**src/rtl/rom_sequencer.sv**
```systemverilog
// Fetch/execute controller for a 4-entry, 2-bit opcode ROM. It addresses the ROM,
// latches each opcode, executes it against an accumulator and stops on HLT or on an illegal opcode.
module rom_sequencer #(
  parameter int         ACC_WIDTH  = 4,
  parameter logic [1:0] JNO_TARGET = 2'd0,
  parameter int         CNT_WIDTH  = 8
) (
  input  logic                 clk,
  input  logic                 rst_n,
  input  logic                 start,
  input  logic [1:0]           instr,
  output logic                 sel1,
  output logic                 sel2,
  output logic [ACC_WIDTH-1:0] acc,
  output logic                 ovf,
  output logic                 busy,
  output logic                 halted,
  output logic                 err,
  output logic [CNT_WIDTH-1:0] retired
);

  // state | meaning
  // IDLE  | out of reset, waiting for start
  // FETCH | ROM addressed by pc, opcode latched into ir
  // EXEC  | ir decoded and executed, retired counter advanced
  // HALT  | stopped on HLT or illegal opcode, waiting for start
  typedef enum logic [1:0] {
    IDLE  = 2'd0,
    FETCH = 2'd1,
    EXEC  = 2'd2,
    HALT  = 2'd3
  } state_t;

  localparam logic [1:0] OP_INC = 2'b00;
  localparam logic [1:0] OP_JNO = 2'b01;
  localparam logic [1:0] OP_HLT = 2'b10;

  state_t               state;
  state_t               state_nxt;
  logic [1:0]           pc;
  logic [1:0]           ir;
  logic [ACC_WIDTH:0]   acc_inc;
  logic [CNT_WIDTH-1:0] retired_inc;
  logic                 launch;

  always_ff @(posedge clk or negedge rst_n) begin
    if (!rst_n) state <= IDLE;
    else        state <= state_nxt;
  end

  always_comb begin
    state_nxt = state;
    launch    = 1'b0;
    case (state)
      IDLE, HALT: begin
        if (start) begin
          state_nxt = FETCH;
          launch    = 1'b1;
        end
      end
      FETCH: state_nxt = EXEC;
      EXEC: begin
        if (ir == OP_INC || ir == OP_JNO) state_nxt = FETCH;
        else                              state_nxt = HALT;
      end
      default: state_nxt = IDLE;
    endcase
  end

  assign acc_inc     = {1'b0, acc} + {{ACC_WIDTH{1'b0}}, 1'b1};
  assign retired_inc = (&retired) ? retired : retired + CNT_WIDTH'(1);

  always_ff @(posedge clk or negedge rst_n) begin
    if (!rst_n) begin
      pc      <= 2'd0;
      ir      <= 2'b00;
      acc     <= '0;
      ovf     <= 1'b0;
      err     <= 1'b0;
      retired <= '0;
    end else if (launch) begin
      pc      <= 2'd0;
      acc     <= '0;
      ovf     <= 1'b0;
      err     <= 1'b0;
      retired <= '0;
    end else if (state == FETCH) begin
      ir <= instr;
    end else if (state == EXEC) begin
      retired <= retired_inc;
      case (ir)
        OP_INC: begin
          {ovf, acc} <= acc_inc;
          pc         <= pc + 2'd1;
        end
        OP_JNO: begin
          // Loop back while the accumulator has not wrapped yet.
          if (!ovf) pc <= JNO_TARGET;
          else      pc <= pc + 2'd1;
        end
        OP_HLT: ;
        default: err <= 1'b1;
      endcase
    end
  end

  // ROM select comes straight from the pc flops so instr is stable across FETCH.
  assign sel1   = pc[0];
  assign sel2   = pc[1];
  assign busy   = (state == FETCH) || (state == EXEC);
  assign halted = (state == HALT);

endmodule
```
**config.mk**
```make
export PLATFORM = sky130hd
export DESIGN_NAME = rom_sequencer
export DESIGN_NICKNAME = d
export VERILOG_FILES = /design/src/rtl/rom_sequencer.sv
export SDC_FILE = /design/constraint.sdc
export NUM_CORES = 1
export LEC_CHECK = 0
export ABC_CLOCK_PERIOD_IN_PS = 2380
export CAP_MARGIN = 20
export CORE_MARGIN = 3
export CORE_UTILIZATION = 49
export CTS_CLUSTER_SIZE = 8
export DETAILED_ROUTE_END_ITERATION = 10
export HOLD_SLACK_MARGIN = 0.02
export PLACE_DENSITY_LB_ADDON = 0.1
export SETUP_SLACK_MARGIN = 0.05
export SYNTH_ARGS = -nofsm -noshare
export SYNTH_HDL_FRONTEND = slang
export SYNTH_SLANG_ARGS = --single-unit
```
**constraint.sdc**
```tcl
create_clock -name clk -period 2.38 [get_ports clk]
set_input_delay 0.476 -clock clk [delete_from_list [all_inputs] [get_ports clk]]
set_output_delay 0.476 -clock clk [all_outputs]
set_load 0.03 [all_outputs]
```
; Word-level counts from Yosys, hierarchy flattened
; Index checks and enable logic that the tools add are counted.
[totals]
reg_bits = 20
input_bits = 5
output_inout_bits = 18
[classes]
n_addsub = 3
eq_ne = 9
mux = 26
n_bitwise = 1
reduce_logical = 15
[ops]
columns = cell, count
row1 = $mux W8, 4
row2 = $mux W4, 4
row3 = $mux W2, 6
row4 = $reduce_and A3 Y1, 4
row5 = $mux W1, 10
row6 = $add A8 B1 Y8 const B, 1
row7 = $reduce_and A8 Y1, 1
row8 = $eq A2 B2 Y1 const B, 3
row9 = $ne A2 B2 Y1 const B, 3
row10 = $pmux W2 S3, 1
row11 = $add A4 B1 Y5 const B, 1
row12 = $eq A2 B1 Y1 const B, 2
row13 = $logic_not A2 Y1, 2
row14 = $pmux W2 S2, 1
row15 = $reduce_bool A2 Y1, 2
row16 = $reduce_bool A3 Y1, 1
row17 = $reduce_or A3 Y1, 1
row18 = $add A2 B1 Y2 const B, 1
row19 = $logic_or A1 B1 Y1, 2
row20 = $ne A2 B1 Y1 const B, 1
row21 = $reduce_and A2 Y1, 1
row22 = $reduce_or A2 Y1, 1
row23 = $not A1 Y1, 1

; Logic depth before layout (Yosys ltp)
; Gate-level depths: netlist of run 1.
[depth]
depth_word = 6
depth_mapped = 7

; Worst setup path after synthesis of run 1
; No wires, ideal clock.
[synth_timing]
path_type = reg2reg
start = register retired[0]
end = register retired[4]
setup_time_ns = 0.121
arrival_time_ns = 1.672
setup_slack_ns = 0.587
path_stages_with_launch = 6
n_path_buf = 0
period_less_slack_ns = 1.793
cell_sequence = dfrtp_1 -> ha_1 -> nand3_4 -> o211a_4 -> a221o_1 -> a22o_1
[synth_between]
elab_chain_len = 5
word_cells_on_any_way = 8
cone_classes = 1 x add/sub / 1 x eq/ne / 4 x mux / 2 x reduce/logical
[synth_rtl]
columns = item, line
row1 = "start, declared", 19  ; output logic [CNT_WIDTH-1:0] retired
row2 = "start signal, assigned", 90  ; retired <= retired_inc;
row3 = $add A8 B1 Y8, 71  ; assign retired_inc = (&retired) ? retired : retired + CNT_WIDTH'(1);
row4 = $mux W8, 71
row5 = $mux W8, 89  ; end else if (state == EXEC) begin
row6 = $mux W8, 87  ; end else if (state == FETCH) begin
row7 = $mux W8, 81  ; end else if (launch) begin
; Parallel ways exist; a longest one is shown, timed or not. The select of a mux whose other input is x is not followed.
; A chain may end at the register's enable or synchronous reset.

; Final worst setup path of run 1
[layout_timing]
start = register state[0]
end = output port busy
[layout_between]
elab_chain_len = 2
word_cells_on_any_way = 3
cone_classes = 2 x eq/ne / 1 x reduce/logical
[layout_rtl]
columns = item, line
row1 = "start, declared", 38  ; state_t state;
row2 = "start signal, assigned", 48  ; else state <= state_nxt;
row3 = $eq A2 B1 Y1 or $eq A2 B2 Y1 (tied branches), 110  ; assign busy = (state == FETCH) || (state == EXEC);
row4 = $logic_or A1 B1 Y1 (*), 110
row5 = "end, declared", 16  ; output logic busy,
; Every way passes the cells marked *; elsewhere a longest branch is shown, timed or not.

==> impl_metrics.py, run 1 <==
metrics = {
    "die": {
        "die_x_um": 53.19,
        "die_h_um": 53.19,
        "core_sq_um": 2042,
        "die-area_sq_um": 2829,
        "start_util_pct": 53.43,
        "rows": 16,
        "ioPinCount": 23,
    },
    "routing": {
        "drt_iter0_drc": 25,
        "num_vias": 891,
        "detail-route-antenna-nets": 0,
        "drt_pass1_iterations": 5,
        "avgViaCountPerCell": 5.534,
        "wl_mm": 2.176,
        "route.detailed.drc": 0,
        "routedWlPerCell_um": 13.52,
    },
    "cells_and_area": {
        "area.sequential_sq_um": 500.5,
        "num_antenna_cells": 0,
        "syn2layout_area_growth_pct": 27.87,
        "stdcell_count": 161,
        "layout_commonest_cell": "clkdlybuf4s50_1",
        "stdcell_area_sq_um": 1395,
        "final_cell_mix": "21 x clkdlybuf4s50_1, 20 x dfrtp_1, 10 x o21ai_0",
        "drive_above_1_share_pct": 9.701,
        "utilization_pct": 68.32,
        "multi_input_area_sq_um": 555.5,
        "nFillCells": 161,
        "num-nets-final": 146,
    },
    "worst_setup_path": {
        "arrival_ns": 1.61,
        "crit_type": "reg -> out",
        "worstSetupEndpointType": "primary output",
        "start_kind": "flop",
        "worstPathMaxFanout": 5,
        "required_ns": 1.90,
    },
    "clock_network": {
        "numCtsBuffers": 3,
        "cts-root-buf": "clkbuf_4",
        "clk_pin_slew_worst_paths_ns": 0.12,
        "cts_tree": "done",
        "clkLatencyLatePin_ns": 0.30,
        "clockBufferDepth": 2,
        "cts_hold_buf": 0,
        "cts-resized-gates": 1,
        "cts.sinks": 20,
        "postCtsSetupRepairBufs": 0,
        "cts-htree-levels": 1,
    },
    "synth": {
        "synth-warning-count": 0,
        "synth_cell_types": 38,
        "syn_avg_cell_area_sq_um": 10.01,
        "ys_ff_latch": 20,
        "syn-num-nets": 120,
        "synth.yosys.seq_area_share_pct": 45.87,
        "synthCells": 109,
        "synthesis.area_sq_um": 1091,
    },
    "grt": {
        "grt_usage_pct": 18.48,
        "grt-ovfl-total": 0,
        "grt_pass1_vias": 815,
        "antenna_found_initial": 0,
        "grt_max_degree": 21,
        "grt_pass1_wl_mm": 3.698,
    },
    "sta": {
        "finalClockSkew_ns": 0.008131,
        "clock.fmax_ghz": 0.4790,
        "post-route-min-period_ns": 2.088,
        "setup_violations": 0,
        "hold_violations": 0,
        "finalSetupTns_ns": 0,
        "worst_slack_ns": 0.2925,
        "post-route-period-util_pct": 87.71,
        "worst_pin_slew_ns": 0.3930,
        "fin_hold_ws_ns": 0.4918,
        "rsz0062_at_grt": "false",
        "slew_headroom_pct": 73.52,
        "maxSlewViolCount": 0,
    },
    "pwr": {
        "power.switching_mw": 0.6120,
        "p_sw_share_pct": 41.57,
        "p_int_mw": 0.8603,
        "pwr-share-comb_pct": 46.0,
        "fin_total_pwr_mw": 1.472,
        "leakage_nw": 0.6070,
        "seqPwrFrac_pct": 35.3,
        "power_density_nw_per_um2": 1055,
        "clkPwrFrac_pct": 18.7,
        "ir_worst_vdd_v": 0.0006902,
    },
    "placed_design": {
        "pre_cts_slack_ns": 0.3412,
        "port_buffers": 22,
        "gp_congestion": 0.8115,
        "place_area_sq_um": 1344,
        "place_inst": 157,
        "hpwl_mm": 1.640,
    },
    "hold_path": {
        "hp-class": "in -> async",
    },
    "flow_run": {
        "max-cap-violations": 0,
    },
    "run_status": {
        "status": "completed",
    },
}
-- cells by family (layout without fill, tap and decap cells) --
family                     count (synthesis)  after routing  synth area share, %
buffers and inverters                      9             34                3.211
and+or+nand+nor                           37             37                18.01
DFF                                       20             20                45.87
muxes                                      4              4                4.014
AOI/OAI and AO/OA                         30             30                19.61
xor gates and xnor gates                   3              3                2.409
adders and majority gates                  6              6                6.881
-- final timing paths --
kind	startpoint	to	slack, ns	depth (start not counted)
worst max-delay path	state[0]$_DFFE_PN0P_	busy	0.29	4
worst min-delay path	rst_n	err$_DFFE_PN0P_	0.49	2
worst max register to register	state[0]$_DFFE_PN0P_	retired[3]$_DFFE_PN0P_	0.50	6
worst min register to register	ovf$_DFFE_PN0P_	ovf$_DFFE_PN0P_	0.51	2
max in group asynchronous	rst_n	retired[6]$_DFFE_PN0P_	1.67	2
min in group clk	ovf$_DFFE_PN0P_	ovf$_DFFE_PN0P_	0.51	2
-- layer usage --
metal  wire (um)  up-vias  part of all wire [%]  global-route usage, %
li1            -      445                     -                      -
met4          23        0                   1.1                  10.21
met3         120        2                   5.5                  3.380
met2        1066       31                    49                  28.93
met1         965      413                    44                  23.81
met5           0        -                     0                      0
-- sequential cells by signal, summed over array words and instances (netlist names) --
name	count
retired	8
ir	2
pc	2
err	1
acc	4
ovf	1
state	2
-- power groups by stage --
stage / registers (mW) / clock network [mW] / logic [mW]
CTS: 0.518 / 0.284 / 0.687
detailed placement: 0.524 / 0 / 0.696
floorplan: 0.570 / 0 / 0.416
global placement: 0.516 / 0 / 0.678
finish: 0.519 / 0.275 / 0.678
global route: 0.532 / 0.295 / 0.755
-- area by class of cell --
class | instances | share of cell area [%]
multi-input combinational | 80 | 39.82
sequential | 20 | 35.87
timing repair buffer | 23 | 16.23
tap | 27 | 2.422
clock inverter | 1 | 2.152
inverter | 7 | 1.883
clock buffer | 3 | 1.614
-- worst max-delay path, stage by stage (launching register included) --
cell and delay (ns):
dfrtp_1 0.44, inv_1 0.06, ha_1 0.34, inv_1 0.08
dlygate4sd2_1 0.39
-- Yosys cell counts (all sizes together) --
master	n	area share, %
o41ai	1	0.80
mux2	3	3.1
nor3	2	0.92
nand3	4	3.0
or4	1	0.69
nor3b	1	0.69
o211a	1	1.6
xnor2	1	0.80
a21oi	4	1.8
buf	1	0.46
nand2	8	2.8
and2	1	0.57
nand4	2	1.1
inv	7	2.4
nand2b	3	1.7
clkbuf	1	0.34
dfrtp	20	46
o21ba	1	0.92
a31oi	1	0.57
ha	6	6.9
mux2i	1	0.92
nor2b	2	1.1
nor4	1	0.57
a22o	3	2.5
o221ai	1	0.80
or3	2	1.1
o21ai	10	4.6
a21o	2	1.4
a21boi	1	0.69
nor2	9	3.1
o22ai	1	0.57
xor2	2	1.6
o211ai	2	1.4
a221o	2	1.9
and3	1	0.57
Power figures use the tool's default switching activity.
==> run 2, diff against run 1 <==
- SKIP_LAST_GASP: default -> 1
==> results of run 2 <==
Same layout as run 1: the final DEF is identical, and so are final timing and power.
